--- src/rtl/clk_pkg.sv ---
// rtl/clk_pkg.sv - clock-configuration bit positions, source encodings and sequencer states
package clk_pkg;

    localparam int CFG_RESET  = 7;
    localparam int CFG_PLLENA = 6;
    localparam int CFG_OSCENA = 5;
    localparam int CFG_OSCM1  = 4;
    localparam int CFG_OSCM0  = 3;

    localparam logic [2:0] RCFAST = 3'd0;
    localparam logic [2:0] RCSLOW = 3'd1;
    localparam logic [2:0] XINPUT = 3'd2;
    localparam logic [2:0] PLL1X  = 3'd3;
    localparam logic [2:0] PLL2X  = 3'd4;
    localparam logic [2:0] PLL4X  = 3'd5;
    localparam logic [2:0] PLL8X  = 3'd6;
    localparam logic [2:0] PLL16X = 3'd7;

    typedef enum logic [1:0] {
        IDLE        = 2'd0,
        SETTLE      = 2'd1,
        RESET_PULSE = 2'd2
    } clkseq_state_t;

endpackage

--- src/rtl/clkset_sequencer.sv ---
// rtl/clkset_sequencer.sv - CLKSET register owner: settle hold-off on new enables and timed soft reset
module clkset_sequencer
    import clk_pkg::*;
#(
    parameter int SETTLE_CYCLES = 1600000,
    parameter int RESET_CYCLES  = 16,
    parameter int CNT_W = $clog2(((SETTLE_CYCLES > RESET_CYCLES) ? SETTLE_CYCLES : RESET_CYCLES) + 1)
) (
    input  logic       clock_160,
    input  logic       res,
    input  logic       wr_valid,
    input  logic [7:0] wr_data,
    output logic       wr_ready,
    output logic [6:0] cfg,
    output logic       settling,
    output logic       soft_res
);

    localparam logic [CNT_W-1:0] SETTLE_LOAD = (SETTLE_CYCLES > 0) ? CNT_W'(SETTLE_CYCLES - 1) : '0;
    localparam logic [CNT_W-1:0] RESET_LOAD  = CNT_W'(RESET_CYCLES - 1);
    localparam logic [6:0]       CFG_RST     = {4'b0000, RCFAST};

    clkseq_state_t    r_state, w_state_n;
    logic [CNT_W-1:0] r_cnt, w_cnt_n;
    logic [6:0]       r_cfg, w_cfg_n;
    logic [6:0]       r_pend, w_pend_n;
    logic             r_wr_ready, r_settling, r_soft_res;
    logic             w_accept, w_rising;

    assign w_accept = wr_valid && r_wr_ready && (r_state == IDLE);
    assign w_rising = (wr_data[CFG_PLLENA] & ~r_cfg[CFG_PLLENA]) |
                      (wr_data[CFG_OSCENA] & ~r_cfg[CFG_OSCENA]);

    always_comb begin
        w_state_n = r_state;
        w_cnt_n   = r_cnt;
        w_cfg_n   = r_cfg;
        w_pend_n  = r_pend;
        case (r_state)
            IDLE: begin
                if (w_accept) begin
                    if (wr_data[CFG_RESET]) begin
                        w_state_n = RESET_PULSE;
                        w_cfg_n   = CFG_RST;
                        w_cnt_n   = RESET_LOAD;
                    end else if (w_rising && (SETTLE_CYCLES > 0)) begin
                        // Enables and oscillator mode go out now; the source switch waits.
                        w_state_n = SETTLE;
                        w_cfg_n   = {wr_data[CFG_PLLENA:CFG_OSCM0], r_cfg[2:0]};
                        w_pend_n  = wr_data[6:0];
                        w_cnt_n   = SETTLE_LOAD;
                    end else begin
                        w_cfg_n = wr_data[6:0];
                    end
                end
            end
            SETTLE: begin
                if (r_cnt == '0) begin
                    w_state_n = IDLE;
                    w_cfg_n   = r_pend;
                end else begin
                    w_cnt_n = r_cnt - 1'b1;
                end
            end
            RESET_PULSE: begin
                if (r_cnt == '0) begin
                    w_state_n = IDLE;
                end else begin
                    w_cnt_n = r_cnt - 1'b1;
                end
            end
            default: begin
                w_state_n = IDLE;
                w_cfg_n   = CFG_RST;
                w_cnt_n   = '0;
            end
        endcase
    end

    always_ff @(posedge clock_160 or posedge res) begin
        if (res) begin
            r_state    <= IDLE;
            r_cnt      <= '0;
            r_cfg      <= CFG_RST;
            r_pend     <= CFG_RST;
            r_wr_ready <= 1'b0;
            r_settling <= 1'b0;
            r_soft_res <= 1'b0;
        end else begin
            r_state    <= w_state_n;
            r_cnt      <= w_cnt_n;
            r_cfg      <= w_cfg_n;
            r_pend     <= w_pend_n;
            r_wr_ready <= (w_state_n == IDLE);
            r_settling <= (w_state_n == SETTLE);
            r_soft_res <= (w_state_n == RESET_PULSE);
        end
    end

    assign wr_ready = r_wr_ready;
    assign cfg      = r_cfg;
    assign settling = r_settling;
    assign soft_res = r_soft_res;

endmodule

--- config.mk ---
export PLATFORM = sky130hd
export DESIGN_NAME = clkset_sequencer
export DESIGN_NICKNAME = d
export VERILOG_FILES = /design/src/rtl/clk_pkg.sv /design/src/rtl/clkset_sequencer.sv
export SDC_FILE = /design/constraint.sdc
export NUM_CORES = 1
export LEC_CHECK = 0
export CORE_MARGIN = 2
export CORE_UTILIZATION = 41
export DETAILED_ROUTE_END_ITERATION = 16
export GPL_ROUTABILITY_DRIVEN = 1
export SLEW_MARGIN = 20
export SYNTH_ARGS = -nofsm -noshare
export SYNTH_HDL_FRONTEND = slang
export SYNTH_SLANG_ARGS = --single-unit
export TNS_END_PERCENT = 30
--- constraint.sdc ---
create_clock -name clock_160 -period 3.5 [get_ports clock_160]
set_input_delay 0.525 -clock clock_160 [delete_from_list [all_inputs] [get_ports clock_160]]
set_output_delay 0.525 -clock clock_160 [all_outputs]
set_load 0.03 [all_outputs]
==> impl_metrics.json <==
{
  "first_pass_iters": 4,
  "period_share_pct": 74.9,
  "layout-drive-gt1-share_pct": 15.1,
  "grt_pass1_wl_um": 8700,
  "synthFlopType": "dfrtp_1",
  "peakVddDrop_mv": 0.422,
  "grt_use_total_pct": 18.2,
  "pin_count": 21,
  "slowest_delay_ns": 0.48,
  "antennaDiodeCount": 0,
  "crit_arrival_ns": 2.79,
  "cp-start-kind": "flop",
  "cts_hold_buf": 0,
  "synth.avg_cell_area_um2": 9.33,
  "clock.fmax_mhz": 381,
  "overflow": 0,
  "cts.repair.resized": 0,
  "detail_route.iter0.violations": 87,
  "n_fill_cell": 484,
  "synth_cell_type_count": 49,
  "postRouteAntennaNets": 0,
  "ys_seq_area_share_pct": 44.9,
  "ys_async_sr_fraction_pct": 100,
  "final_common_cell": "dfrtp_1",
  "path_class": "flop to flop",
  "viasPerCell": 5.67,
  "finalSetupTns_ns": 0,
  "synth_edf_count": 0,
  "crit_fanout": 9,
  "layout_min_cycle_time_ns": 2.62,
  "pwr_density_cell_nw_per_um2": 927,
  "cts_tree": "built",
  "synthCells": 239,
  "nets": 275,
  "grt_max_degree": 28,
  "drc": 0,
  "critPathSlowestCell": "nor4b_2",
  "drt-total-wl_um": 4970,
  "htree_levels": 2,
  "coreArea_um2": 5170,
  "cts_buffer_depth": 2,
  "cts.clk_slew.worst_paths_ns": 0.07,
  "path_cells": "inv_1 -> ha_1 -> nor4b_2 -> nand4_2 -> o31ai_4 -> or2_1 -> buf_4 -> o21ai_2",
  "ys_ff_latch": 40,
  "endpoint_kind": "flop",
  "setup_viol": 0,
  "synth_fp_nets": 255,
  "syn_to_final_growth_pct": 15.8,
  "worst_clock_skew_ns": 0.00435,
  "die_w_um": 77.7,
  "hp-class": "flop to flop",
  "die_h_um": 77.7,
  "relSlewSlack_pct": 53.5,
  "cp.required_ns": 3.67,
  "p_leak_nw": 1.08,
  "critical-path-top-delay-family": "simple AND/OR/NAND/NOR gates",
  "clk_latency_ns": 0.29,
  "numPortBuffers": 20,
  "hold_viol_final": 0,
  "cts_root_buf": "clkbuf_8",
  "maxSlewViolCount": 0,
  "numCtsBuffers": 5,
  "tightest_slew_ns": 0.696,
  "final_cell_mix": "40 x dfrtp_1, 26 x o21ai_0, 21 x a21oi_1",
  "multiInputGateArea_um2": 1130,
  "fp-row-count": 26,
  "initial_utilization_pct": 43.1,
  "antenna_found_initial": 0,
  "cts_num_sinks": 40,
  "seq_area_um2": 1000,
  "cts_setup_buffers": 0,
  "syn_area_um2": 2230,
  "gp_congestion": 0.780,
  "grt_pass1_vias": 1802,
  "place_hpwl_um": 3520,
  "ys_warn_count": 0,
  "dieArea_um2": 6040,
  "path_buf_inv": 2,
  "via_count": 1867,
  "holdWs_ns": 0.482,
  "max_cap_viol_count": 0,
  "rsz0062_at_grt": "no",
  "wire_per_inst_um": 15.1,
  "status": "complete, no violations"
}
-- synthesized netlist by cell type, drive strengths merged, types with 3 or more instances --
library cell | number | share of area, %
o22a | 3 | 1.2
nor4 | 6 | 2.0
ha | 5 | 2.8
o21ai | 37 | 9.8
buf | 4 | 1.2
nor2 | 15 | 2.5
and3 | 3 | 0.84
or2 | 3 | 0.84
clkbuf | 10 | 1.7
o31ai | 3 | 1.6
mux2 | 7 | 3.5
o41ai | 3 | 1.2
inv | 9 | 1.5
a22oi | 4 | 1.3
nor3 | 7 | 1.6
dfrtp | 40 | 45
a31oi | 8 | 2.2
a21oi | 21 | 4.7
nand4 | 3 | 1.1
nand2b | 5 | 1.4
nand2 | 19 | 3.2
-- worst min-delay path: stages (launching register included) --
cell and delay (ns):
dfrtp_1 0.34, nand2_1 0.04, o21ai_0 0.06
-- cells by family after synthesis --
kind of cell | count (synthesis) | share of synthesized area (%)
DFF | 40 | 44.9
adders and majority gates | 5 | 2.81
buffers and inverters | 23 | 4.43
and+or+nand+nor | 73 | 17.5
AOI/OAI and AO/OA | 91 | 26.8
muxes | 7 | 3.54
-- power breakdown --
part | switching, mW | total [mW] | internal, mW
Combinational | 0.799 | 1.33 | 0.526
Sequential | 0.138 | 0.782 | 0.645
Clock | 0.150 | 0.286 | 0.136
-- per-layer routing --
metal / vias up / track usage [%] / wire [um]
met5: - / 0 / 0
met4: 0 / 5.89 / 67
met3: 5 / 3.95 / 193
met2: 39 / 28.4 / 2240
met1: 906 / 24.9 / 2460
li1: 917 / - / -
-- worst paths after layout --
kind / cells after the start / start / end / slack (ns)
min in group asynchronous: 2 / res / r_cnt[18] / 0.59
worst min register to register: 2 / cfg[4] / cfg[4] / 0.48
worst max register to register: 8 / r_cnt[0] / r_cnt[11] / 0.88
worst max-delay path: 8 / r_cnt[0] / r_cnt[11] / 0.88
worst min-delay path: 2 / cfg[4] / cfg[4] / 0.48
max in group asynchronous: 3 / res / r_cnt[9] / 2.15
-- per-stage QoR --
step / cells / utilization [%] / worst slack, ns / instance area, um2 / power [mW]
floorplan: 239 / - / 1.32 / 2230 / 1.75
global placement: 322 / 48.4 / 0.974 / 2500 / 2.11
detailed placement: 322 / 48.4 / 0.905 / 2500 / 2.12
CTS: 329 / 49.9 / 0.873 / 2580 / 2.41
global route: 329 / 49.9 / 0.582 / 2580 / 2.61
finish: 329 / 49.9 / 0.878 / 2580 / 2.39
-- registers in the layout (all words and copies together), names as in the netlist --
register,flops
r_cnt,21
cfg,7
r_pend,7
r_state,2
settling,1
soft_res,1
wr_ready,1
-- cell type report --
type | instances | area share (%)
clock buffers | 6 | 2.81
clock inverters | 1 | 0.194
inverters | 9 | 1.31
multi-input cells | 176 | 43.7
flip-flops and latches | 40 | 38.8
well taps | 70 | 3.39
repair buffers | 27 | 9.79
Power figures use the tool's default switching activity.
